[src/rtl/lc3b_types.sv]
// Shared LC-3b memory-side types: word, cache line and the L2 arbiter state.
package lc3b_types;

  typedef logic [15:0]  lc3b_word;
  typedef logic [127:0] lc3b_cacheline;

  typedef enum logic [1:0] {
    IDLE   = 2'd0,
    I_BUSY = 2'd1,
    D_BUSY = 2'd2
  } lc3b_arb_state;

endpackage

[src/rtl/l2_arbiter_control.sv]
// Moore FSM that grants the single L2 port to the I- or D-cache, alternating
// between them when both ask in the same IDLE cycle.
module l2_arbiter_control
  import lc3b_types::*;
(
  input  logic          clk,
  input  logic          reset,
  input  logic          i_req_i,
  input  logic          d_req_i,
  input  logic          mem_resp_i,
  output lc3b_arb_state state_o,
  output logic          grant_i_o,
  output logic          grant_d_o
);

  lc3b_arb_state state_q, state_d;
  logic          last_d_q, last_d_d;  // 1: the most recent grant went to D

  always_ff @(posedge clk) begin
    if (reset) begin
      state_q  <= IDLE;
      last_d_q <= 1'b1;
    end else begin
      state_q  <= state_d;
      last_d_q <= last_d_d;
    end
  end

  always_comb begin
    state_d   = state_q;
    last_d_d  = last_d_q;
    grant_i_o = 1'b0;
    grant_d_o = 1'b0;
    case (state_q)
      IDLE: begin
        if (i_req_i && (!d_req_i || last_d_q)) begin
          grant_i_o = 1'b1;
          state_d   = I_BUSY;
          last_d_d  = 1'b0;
        end else if (d_req_i) begin
          grant_d_o = 1'b1;
          state_d   = D_BUSY;
          last_d_d  = 1'b1;
        end
      end
      I_BUSY, D_BUSY: begin
        if (mem_resp_i) state_d = IDLE;
      end
      default: state_d = IDLE;
    endcase
  end

  assign state_o = state_q;

endmodule

[src/rtl/l2_arbiter.sv]
// Shares one L2 port between the I-cache and D-cache; request payload is
// captured at grant so the L2 sees stable address/data for the whole access.
module l2_arbiter
  import lc3b_types::*;
(
  input  logic          clk,
  input  logic          reset,
  input  logic          i_mem_read,
  input  lc3b_word      i_mem_address,
  output logic          i_mem_resp,
  output lc3b_cacheline i_mem_rdata,
  input  logic          d_mem_read,
  input  logic          d_mem_write,
  input  lc3b_word      d_mem_address,
  input  lc3b_cacheline d_mem_wdata,
  output logic          d_mem_resp,
  output lc3b_cacheline d_mem_rdata,
  output logic          mem_read,
  output logic          mem_write,
  output lc3b_word      mem_address,
  output lc3b_cacheline mem_wdata,
  input  logic          mem_resp,
  input  lc3b_cacheline mem_rdata
);

  lc3b_arb_state state;
  logic          grant_i, grant_d;
  lc3b_word      addr_q, addr_d;
  lc3b_cacheline wdata_q, wdata_d;
  logic          wr_q, wr_d;

  l2_arbiter_control u_control (
    .clk        (clk),
    .reset      (reset),
    .i_req_i    (i_mem_read),
    .d_req_i    (d_mem_read | d_mem_write),
    .mem_resp_i (mem_resp),
    .state_o    (state),
    .grant_i_o  (grant_i),
    .grant_d_o  (grant_d)
  );

  // A D request with both read and write raised is treated as a write-back.
  always_comb begin
    addr_d  = addr_q;
    wdata_d = wdata_q;
    wr_d    = wr_q;
    if (grant_i) begin
      addr_d = i_mem_address;
      wr_d   = 1'b0;
    end else if (grant_d) begin
      addr_d  = d_mem_address;
      wdata_d = d_mem_wdata;
      wr_d    = d_mem_write;
    end
  end

  always_ff @(posedge clk) begin
    if (reset) begin
      addr_q  <= '0;
      wdata_q <= '0;
      wr_q    <= 1'b0;
    end else begin
      addr_q  <= addr_d;
      wdata_q <= wdata_d;
      wr_q    <= wr_d;
    end
  end

  assign mem_address = addr_q;
  assign mem_wdata   = wdata_q;

  // Gating with reset keeps the L2 and cache strobes quiet in the very cycle
  // reset is raised, before the state register has been cleared.
  assign mem_read   = !reset && ((state == I_BUSY) || ((state == D_BUSY) && !wr_q));
  assign mem_write  = !reset && (state == D_BUSY) && wr_q;
  assign i_mem_resp = !reset && (state == I_BUSY) && mem_resp;
  assign d_mem_resp = !reset && (state == D_BUSY) && mem_resp;

  assign i_mem_rdata = mem_rdata;
  assign d_mem_rdata = mem_rdata;

endmodule

[config.mk]
export PLATFORM = sky130hd
export DESIGN_NAME = l2_arbiter
export DESIGN_NICKNAME = d
export VERILOG_FILES = /design/src/rtl/lc3b_types.sv /design/src/rtl/l2_arbiter_control.sv /design/src/rtl/l2_arbiter.sv
export SDC_FILE = /design/constraint.sdc
export NUM_CORES = 1
export LEC_CHECK = 0
export ABC_CLOCK_PERIOD_IN_PS = 2350
export CORE_AREA = 2 2 269 271
export DETAILED_ROUTE_END_ITERATION = 7
export DIE_AREA = 0 0 271 273
export PLACE_DENSITY = 0.49
export SLEW_MARGIN = 10
export SYNTH_ARGS = -nofsm -noshare
export SYNTH_HDL_FRONTEND = slang
export SYNTH_SLANG_ARGS = --single-unit
[constraint.sdc]
create_clock -name clk -period 2.35 [get_ports clk]
set_input_delay 0.47 -clock clk [delete_from_list [all_inputs] [get_ports clk]]
set_output_delay 0.47 -clock clk [all_outputs]
set_load 0.1 [all_outputs]
==> metrics.md, run 1 <==
| Metric | Value |
|---|---|
| Vias | 5947 |
| Post-route setup TNS | 0 ns |
| Power Total | 10.7 mW |
| Die H | 273 µm |
| I/O pin count | 698 |
| CP max stage delay | 0.33 ns |
| Critical hold path startpoint | reset |
| Max-slew violation count | 0 |
| Fin crit share | 0.911 |
| Critical R2R Launch | u_control.state_o[0] |
| Main combinational cell family by area after synthesis | buffers and inverters |
| Multiplexer share of the synthesized area | 0.146 |
| Fmax | 467 MHz |
| Wire length after detailed routing | 29500 µm |
| #FFs+latches synth | 148 |
| Fin crit period | 2.14 ns |
| Pin count of the biggest net entering global routing | 144 |
| Setup-failing EPs final | 0 |
| Crit-path max FO | 3 |
| Vias in the first global route | 6345 |
| Die ar. | 74000 µm² |
| Port Buf Inserts | 313 |
| Worst Hold Class | input port to register |
| Initial Utilization | 0.124 |
| Slew headroom | 0.650 |
| FILL cells | 7954 |
| TritonCTS clock tree | yes |
| Layout cell share with drive strength beyond 1 | 0.232 |
| Clock slew at reported path FFs | 0.08 ns |
| Crit path capture type | output port |
| Clk_skew | 0.0150 ns |
| Cell area after synthesis | 8770 µm² |
| GRT Residual Overflow | 0 |
| GPL Wtd Cong | 0.731 |
| Pwr Density | 940 nW/µm² |
| Post-synthesis compound-gate area fraction | 0.0526 |
| Hpwl dp | 22600 µm |
| Leak | 4.40 nW |
| Setup CP Type | register to output port |
| NetSw | 4.96 mW |
| Yosys cell types | 30 |
| RSZ-0062 raised after global routing | false |
| DP Worst Slack | 0.184 ns |
| Gate Count Post-Synth | 918 |
| Initial drt markers | 182 |
| P&R area growth vs syn | 29.2% |
| Clock Tree Buf Depth | 2 |
| Maximum vdd drop | 0.000485 V |
| Core Box Area | 71000 µm² |
| Hold Crit Depth | 2 |
| Number of remaining DRC errors | 0 |
| Register share of total power | 0.288 |
| Most common cell after layout, fill and taps aside | nand2b_1 |
| Ys Warns | 0 |
| Post-route ant nets | 0 |
| Adder-Cell Fraction of Synth Area | 0.00428 |
| H-tree Lvls | 4 |
| Most frequent cells in the layout | nand2b_1, clkdlybuf4s50_1, buf_4 |
| NumNets Final | 1259 |
| CTS buffer count | 17 |
| Yosys top cell area share | 0.338 |
| RR Endpoint | mem_wdata[77] |
| Crit-path cells | inv_1, ha_1, nor3b_4, buf_12 |
| Hold WS | 0.352 ns |
| Total Routing Usage GR | 0.0786 |
| Power share of the clock group | 0.270 |
| Worst reg2reg setup slack | 0.55 ns |
| Int Pwr | 5.70 mW |
| Final Util | 0.160 |
| Main area contributors after synthesis | dfxtp_1, buf_4, nand2b_1 |
| Critical path's top delay family | simple AND/OR/NAND/NOR gates |
| Sw Share | 0.465 |
| Post-route worst setup slack | 0.208 ns |
| Pre-Repair DR Iteration Count | 4 |
| Synth Area in Simple Gates | 0.192 |
| Mapped Nets | 1215 |
| Clk_lat worst skew | 0.47 ns |
| Endpoints failing hold | 0 |
| WP data arrival | 1.67 ns |
| Crit start category | register |
| Post-synthesis sequential area ratio | 0.338 |
| Synth Area per Inst | 9.55 µm² |
| CP max-delay cell | nor3b_4 |
| Worst Path Required | 1.88 ns |
| Clock root buffer | clkbuf_16 |
| First-pass GRT wire length | 41800 µm |
| Avg WL per Cell | 15.3 µm |
| Post-CTS setup buffer count | 0 |
| Die width | 271 µm |
| Max_cap viols | 0 |
| Logic pwr share | 0.442 |
| Status | completed |
| Yosys top cell by area | dfxtp_1 |
| Hold EP | mem_address[4] |
| Average vias per placed instance | 3.09 |
| Initial antenna violation count | 3 |
| Buf+Inv Stages, Crit Path | 2 |
| Core Rows | 98 |
| Post-synthesis xor/xnor area fraction | 0 |
| Clock sink count | 148 |
| R2r worst-path depth | 6 |
| Slew @ Worst Pin | 0.524 ns |
-- Yosys cell counts, drive strengths merged --
cell type  instances
buf              280
nand2b           257
dfxtp            148
mux2i            128
clkbuf            28
inv               20
a211oi            16
o32ai             16
ha                 3
nand2              3
nor2               3
a21oi              2
and3b              2
nor3               2
a211o              1
a22oi              1
nor2b              1
nor3b              1
o211a              1
o21ba              1
o2bb2ai            1
o31a               1
o31ai              1
or4                1
-- metrics by stage --
| stage | instance area (µm²) | std cells |
|---|---|---|
| 3_5_place_dp | 10700 | 1893 |
| 2_1_floorplan | 8780 | 918 |
| 5_1_grt | 11300 | 1925 |
| 3_3_place_gp | 10700 | 1893 |
| 4_1_cts | 11300 | 1925 |
| 6_report | 11300 | 1926 |
-- per-layer routing --
layer  up-vias  part of all wire  global-route usage
li1       2779                 -                   -
met1      2644              0.34              0.0708
met2       396              0.48               0.130
met3       124              0.13              0.0501
met4         4             0.050              0.0529
met5         -            0.0019             0.00385
-- layout make-up --
class	count	area (µm²)	area share
Antenna cell	1	2.50	0.000221
Clock buffer	18	439	0.0388
Clock inverter	14	143	0.0126
Inverter	20	75.1	0.00662
Multi-Input combinational cell	442	3480	0.307
Sequential cell	148	2960	0.261
Tap cell	950	1190	0.105
Timing Repair Buffer	333	3040	0.268
-- cell families (layout without fill, tap and decap cells) --
group / Yosys count / after routing
simple gates: 270 / 270
mux: 128 / 128
fa+ha+maj: 3 / 3
flops: 148 / 148
other cells: 0 / 1
buf+inv: 328 / 385
compound gates: 41 / 41
-- power groups by stage --
stage	Combinational, mW	Clock [mW]	Sequential, mW
3_5_place_dp	4.77	0	3.12
6_report	4.71	2.88	3.07
5_1_grt	4.89	3.13	3.12
4_1_cts	4.78	3.05	3.08
2_1_floorplan	3.22	0	5.51
3_3_place_gp	4.74	0	3.12
-- registers in the layout (all words and copies together), names as in the netlist --
name,cells
u_control.state_o,2
mem_address,16
wr_q,1
u_control.last_d_q,1
mem_wdata,128
-- what timing repair did --
item                                    CTS  global route
resized for setup                         1             0
endpoints found under the setup margin    1             0
hold buffers                              0             0
-- worst max path at each step --
| stage | startpoint | end | slack, ns | cells past startpoint |
|---|---|---|---|---|
| 6_report | u_control.state_o[0] | mem_write | 0.21 | 4 |
| 5_1_grt | u_control.state_o[0] | mem_write | 0.05 | 4 |
| 4_1_cts | u_control.state_o[0] | mem_write | 0.08 | 4 |
| 3_5_place_dp | d_mem_write | mem_address[12] | 0.18 | 5 |
| 3_3_place_gp | d_mem_write | mem_address[5] | 0.25 | 5 |
| 2_1_floorplan | reset | mem_write | -0.18 | 3 |
No activity file was read; power rests on OpenSTA's default activity.
==> run 2, diff against run 1 <==
ABC_CLOCK_PERIOD_IN_PS = 2400   (was 2350)
clock period = 2.4 ns   (was 2.35 ns; I/O delays follow)
==> run 2 against run 1 <==
- sequential power down 2%
- core utilization about the same
- cell count about the same
- flip-flop and latch count unchanged
- via count down 0.52%
- largest cell class unchanged
- final area about the same
- critical path depth unchanged
- worst hold slack better by 0.046 ns
- die area unchanged
- total power down 1.4%
- global-route usage up 0.069 points
==> metrics.md, run 2 (synthesized netlist as in run 1, its figures left out) <==
| Metric | Value |
|---|---|
| Hold WS | 0.398 ns (+0.0455 ns) |
| Status | completed |
| CP max-delay cell | nor3b_2 |
| Initial drt markers | 197 (+8.2%) |
| I/O pin count | 698 (unchanged) |
| Clk_skew | 0.0242 ns (+0.00921 ns) |
| Post-CTS setup buffer count | 0 (unchanged) |
| Worst Hold Class | input port to register |
| TritonCTS clock tree | yes |
| Initial Utilization | 0.124 (unchanged) |
| Critical path's top delay family | simple AND/OR/NAND/NOR gates |
| Top Layer Used | met5 |
| Sw Share | 0.458 (-0.00725) |
| Int Pwr | 5.70 mW (about the same) |
| Vias | 5916 (-0.52%) |
| Hold Crit Depth | 2 (unchanged) |
| Post-route worst setup slack | 0.174 ns (-0.0340 ns) |
| Fin crit period | 2.23 ns |
| FILL cells | 7948 (-0.075%) |
| Critical R2R Launch | u_control.state_o[1] |
| Initial antenna violation count | 3 (unchanged) |
| Met2 WL | 14600 µm (+2.7%) |
| Fin crit share | 0.927 |
| Clock sink count | 148 (unchanged) |
| RR Endpoint | mem_wdata[59] |
| DP Worst Slack | 0.211 ns (+0.0273 ns) |
| Fmax | 449 MHz |
| Max_cap viols | 0 (unchanged) |
| Post-CTS sizing | 0 (-1) |
| Cts hold-fix bufs | 0 (unchanged) |
| Die ar. | 74000 µm² (unchanged) |
| Buf+Inv Stages, Crit Path | 2 (unchanged) |
| RSZ-0062 raised after global routing | false |
| Crit path capture type | output port |
| Critical hold path startpoint | reset |
| Post-route ant nets | 0 (unchanged) |
| Layout cell share with drive strength beyond 1 | 0.230 (-0.00182) |
| Register Area | 2960 µm² (unchanged) |
| Pwr Density | 927 nW/µm² (-1.4%) |
| CP max stage delay | 0.43 ns (+0.10 ns) |
| GPL Wtd Cong | 0.737 (+0.75%) |
| Multi-input logic area | 3480 µm² (-0.18%) |
| Port Buf Inserts | 313 (unchanged) |
| Number of remaining DRC errors | 0 (unchanged) |
| Most frequent cells in the layout | nand2b_1, clkdlybuf4s50_1, buf_4 |
| Crit-path cells | inv_1, ha_1, nor3b_2, buf_12 |
| Die H | 273 µm (unchanged) |
| H-tree Lvls | 4 (unchanged) |
| Logic pwr share | 0.438 (-0.004) |
| Metal3 WL | 3700 µm (-1.5%) |
| Maximum vdd drop | 0.000389 V (-20%) |
| Average vias per placed instance | 3.07 (-0.47%) |
| Avg WL per Cell | 15.4 µm (+0.57%) |
| Setup-failing EPs final | 0 (unchanged) |
| Total Routing Usage GR | 0.0792 (+0.000687) |
| Hpwl dp | 22700 µm (+0.23%) |
| NumNets Final | 1258 (-0.079%) |
| Power share of the clock group | 0.275 (+0.005) |
| Max-slew violation count | 0 (unchanged) |
| First-pass GRT wire length | 42200 µm (+0.96%) |
| Core Rows | 98 (unchanged) |
| Metal-1 WL | 9910 µm (-0.91%) |
| Pin count of the biggest net entering global routing | 144 (unchanged) |
| WP data arrival | 1.75 ns (+0.08 ns) |
| NetSw | 4.81 mW (-2.9%) |
| Largest register FFs | 128 (unchanged) |
| GRT Residual Overflow | 0 (unchanged) |
| Slew @ Worst Pin | 0.547 ns (+0.0225 ns) |
| Wire length after detailed routing | 29700 µm (+0.52%) |
| R2r worst-path depth | 6 (unchanged) |
| P&R area growth vs syn | 29.3% (about the same) |
| Slew headroom | 0.635 (-0.0150) |
| Endpoints failing hold | 0 (unchanged) |
| Worst reg2reg setup slack | 0.62 ns (+0.07 ns) |
| Worst Path Required | 1.92 ns (+0.04 ns) |
| Die width | 271 µm (unchanged) |
| Clock root buffer | clkbuf_16 |
| Setup CP Type | register to output port |
| Leak | 4.39 nW (-0.12%) |
| Core Box Area | 71000 µm² (unchanged) |
| Crit-path max FO | 3 (unchanged) |
| Pre-Repair DR Iteration Count | 4 (unchanged) |
| Clock slew at reported path FFs | 0.07 ns (about the same) |
| Most common cell after layout, fill and taps aside | nand2b_1 |
| Power Total | 10.5 mW (-1.4%) |
| Crit start category | register |
| CTS buffer count | 17 (unchanged) |
| Final Util | 0.160 (about the same) |
| Register share of total power | 0.286 (-0.002) |
| Clk_lat worst skew | 0.48 ns (about the same) |
| Hold EP | mem_address[1] |
| Clock Tree Buf Depth | 2 (unchanged) |
| Vias in the first global route | 6348 (+0.047%) |
## run 2: worst max path at each step
stage / cells after the start / startpoint / slack [ns] / endpoint
floorplan: 3 / reset / -0.15 / mem_write
global placement: 6 / i_mem_read / 0.26 / mem_wdata[44]
detailed placement: 5 / d_mem_write / 0.21 / mem_wdata[100]
CTS: 4 / u_control.state_o[0] / 0.08 / mem_write
global route: 4 / u_control.state_o[0] / 0.05 / mem_write
finish: 4 / u_control.state_o[0] / 0.17 / mem_write
## run 2: metal layers
metal	global-route usage	up-vias
li1	-	2776
met1	0.0710	2644
met2	0.133	380
met3	0.0515	112
met4	0.0487	4
met5	0.00385	-
## run 2: through the flow
stage | cell area [µm²] | instances | TNS [ns]
CTS | 11300 | 1924 | 0
detailed placement | 10700 | 1892 | 0
global route | 11300 | 1924 | 0
global placement | 10700 | 1892 | 0
finish | 11300 | 1925 | 0
floorplan | 8780 | 918 | -0.149
## run 2: power groups by stage
stage / sequential (mW) / combinational [mW] / clock (mW)
after floorplan: 5.40 / 3.16 / 0
after global placement: 3.05 / 4.64 / 0
after detailed placement: 3.06 / 4.67 / 0
after CTS: 3.01 / 4.67 / 3.09
after global routing: 3.05 / 4.79 / 3.16
final: 3.01 / 4.61 / 2.89
## run 2: layout make-up
| cell class | count | area share |
|---|---|---|
| well taps | 950 | 0.105 |
| repair buffers | 332 | 0.267 |
| clock buffers | 20 | 0.0403 |
| multi-input cells | 442 | 0.307 |
| diodes | 1 | 0.000221 |
| clock inverters | 12 | 0.0127 |
| flip-flops and latches | 148 | 0.261 |
| inverters | 20 | 0.00662 |
==> run 3, diff against run 2 <==
ABC_CLOCK_PERIOD_IN_PS = not set   (was 2400)
SETUP_SLACK_MARGIN = 0.3   (was not set)
==> run 3 against run 2 <==
- setup slack gained 0.19 ns
- total power grew 1.5%
- sequential share of layout area shrank 0.27 points
- combinational power grew 2%
- critical path type unchanged
- largest power group unchanged
==> metrics.md, run 3 (synthesized netlist as in run 1, its figures left out) <==
| Metric | Value |
|---|---|
| TritonCTS clock tree | yes |
| Sw Share | 0.448 (-0.00991) |
| Endpoints failing hold | 0 (unchanged) |
| Hpwl dp | 23600 µm (+4.0%) |
| Most common cell after layout, fill and taps aside | nand2b_1 |
| Fin crit share | 0.848 (-0.0792) |
| Slew headroom | 0.579 (-0.0566) |
| Power share of the clock group | 0.277 (+0.002) |
| P&R area growth vs syn | 30.8% |
| Average vias per placed instance | 3.06 (-0.27%) |
| Placed Instance Area | 10800 µm² (+0.29%) |
| Worst reg2reg setup slack | 0.41 ns (-0.21 ns) |
| Core Rows | 98 (unchanged) |
| Top Layer Used | met5 |
| R2r worst-path depth | 10 (+4) |
| Post-route ant nets | 0 (unchanged) |
| Logic pwr share | 0.441 (+0.003) |
| RSZ-0062 raised after global routing | true |
| Pwr Density | 929 nW/µm² (+0.29%) |
| Avg WL per Cell | 15.9 µm (+3.0%) |
| Pin count of the biggest net entering global routing | 201 (+40%) |
| Wire length after detailed routing | 30600 µm (+3.2%) |
| Core Box Area | 71000 µm² (unchanged) |
| Met2 WL | 14200 µm (-2.6%) |
| Initial antenna violation count | 4 (+1) |
| Worst Hold Class | input port to register |
| Max-slew violation count | 0 (unchanged) |
| Die ar. | 74000 µm² (unchanged) |
| Clock sink count | 148 (unchanged) |
| Clk_skew | 0.0153 ns (-0.00889 ns) |
| Crit path capture type | output port |
| Metal-1 WL | 11200 µm (+13%) |
| Setup-failing EPs final | 0 (unchanged) |
| NumNets Final | 1261 (+0.24%) |
| WP data arrival | 1.56 ns (-0.19 ns) |
| Hold Crit Depth | 2 (unchanged) |
| Initial drt markers | 194 (-1.5%) |
| Register Area | 2970 µm² (+0.17%) |
| Die H | 273 µm (unchanged) |
| Port Buf Inserts | 313 (unchanged) |
| Crit start category | register |
| Pre-Repair DR Iteration Count | 4 (unchanged) |
| Layout cell share with drive strength beyond 1 | 0.238 (+0.00773) |
| Int Pwr | 5.89 mW (+3.4%) |
| Clk_lat worst skew | 0.46 ns (-0.02 ns) |
| Clock root buffer | clkbuf_16 |
| Fmax | 491 MHz (+9.3%) |
| Critical hold path startpoint | reset |
| Vias | 5906 (-0.17%) |
| GPL Wtd Cong | 0.710 (-3.7%) |
| RR Endpoint | mem_wdata[7] |
| I/O pin count | 698 (unchanged) |
| NetSw | 4.78 mW (-0.70%) |
| Post-route cell area | 11500 µm² (+1.2%) |
| H-tree Lvls | 4 (unchanged) |
| Setup CP Type | register to output port |
| Initial Utilization | 0.124 (unchanged) |
| Die width | 271 µm (unchanged) |
| Cts hold-fix bufs | 0 (unchanged) |
| Total Routing Usage GR | 0.0818 (+0.00256) |
| Slew @ Worst Pin | 0.632 ns (+0.0848 ns) |
| GRT Residual Overflow | 0 (unchanged) |
| Clock Tree Buf Depth | 2 (unchanged) |
| Post-route worst setup slack | 0.364 ns (+0.190 ns) |
| Worst Path Required | 1.92 ns (about the same) |
| Hold EP | mem_address[1] |
| Clock slew at reported path FFs | 0.08 ns (about the same) |
| Fin crit period | 2.04 ns (-0.190 ns) |
| Multi-input logic area | 3510 µm² (+0.90%) |
| Critical R2R Launch | u_control.state_o[0] |
| Leak | 4.45 nW (+1.2%) |
| Post-route setup TNS | 0 ns (unchanged) |
| Crit-path max FO | 3 (unchanged) |
| Number of remaining DRC errors | 0 (unchanged) |
| Max_cap viols | 0 (unchanged) |
| FILL cells | 7899 (-0.62%) |
| Status | completed |
| Register share of total power | 0.282 (-0.004) |
| Largest register FFs | 128 (unchanged) |
| CTS buffer count | 17 (unchanged) |
| Metal3 WL | 3650 µm (-1.6%) |
| Vias in the first global route | 6365 (+0.27%) |
| Maximum vdd drop | 0.000424 V (+9.0%) |
| Most frequent cells in the layout | nand2b_1, clkdlybuf4s50_1, buf_4 |
| DP Worst Slack | 0.306 ns (+0.0952 ns) |
| First-pass GRT wire length | 43300 µm (+2.5%) |
run 3: cell count changes in the layout (fill, tap and decap cells not counted), sizes merged:
cell and change:
buf +3, bufinv +2, clkbuf -1, clkinv +3, clkinvlp -2, inv -3
run 3: worst max path at each step:
stage / from / end / slack [ns] / cells past startpoint
global route: u_control.state_o[0] / mem_write / 0.25 / 4
floorplan: reset / mem_write / 0.21 / 3
global placement: i_mem_read / mem_wdata[55] / 0.34 / 6
finish: u_control.state_o[1] / i_mem_resp / 0.36 / 4
CTS: u_control.state_o[0] / mem_write / 0.24 / 4
detailed placement: i_mem_read / mem_wdata[56] / 0.31 / 6
run 3: what timing repair did:
item	in CTS	in global routing
gates cloned	0	0
gates resized for setup	8	2
pin swaps	1	2
setup endpoints to repair	3	71
buffers inserted	5	2
run 3: power groups by stage:
stage               clock, mW  sequential, mW  combinational (mW)
floorplan                   0            5.40                3.16
global placement            0            3.05                4.70
detailed placement          0            3.05                4.71
CTS                      3.12            3.01                4.74
global route             3.22            3.05                4.90
finish                   2.95            3.00                4.71
run 3: through the flow:
step,power [mW],hold slack (ns),util,cells
3_5_place_dp,7.76,0.461,0.152,1888
5_1_grt,11.2,0.335,0.162,1926
6_report,10.7,0.357,0.162,1927
2_1_floorplan,8.56,0.449,-,918
4_1_cts,10.9,0.290,0.161,1924
3_3_place_gp,7.74,0.460,0.152,1888
run 3: metal layers:
metal / track usage / up-vias
li1: - / 2786
met1: 0.0813 / 2610
met2: 0.128 / 382
met3: 0.0494 / 126
met4: 0.0550 / 2
met5: 0.000642 / -
run 3: final cells by class:
class                           instances  share of cell area
Clock buffer                           19              0.0377
Sequential cell                       148               0.259
Tap cell                              950               0.104
Multi-Input combinational cell        442               0.306
Inverter                               20             0.00654
Clock inverter                         12              0.0156
Antenna cell                            1            0.000218
Timing Repair Buffer                  335               0.272
run 3: critical path, stage by stage (launching register included):
cell	delay (ns)
dfxtp_4	0.36
inv_1	0.08
ha_1	0.19
and3b_2	0.26
buf_12	0.19
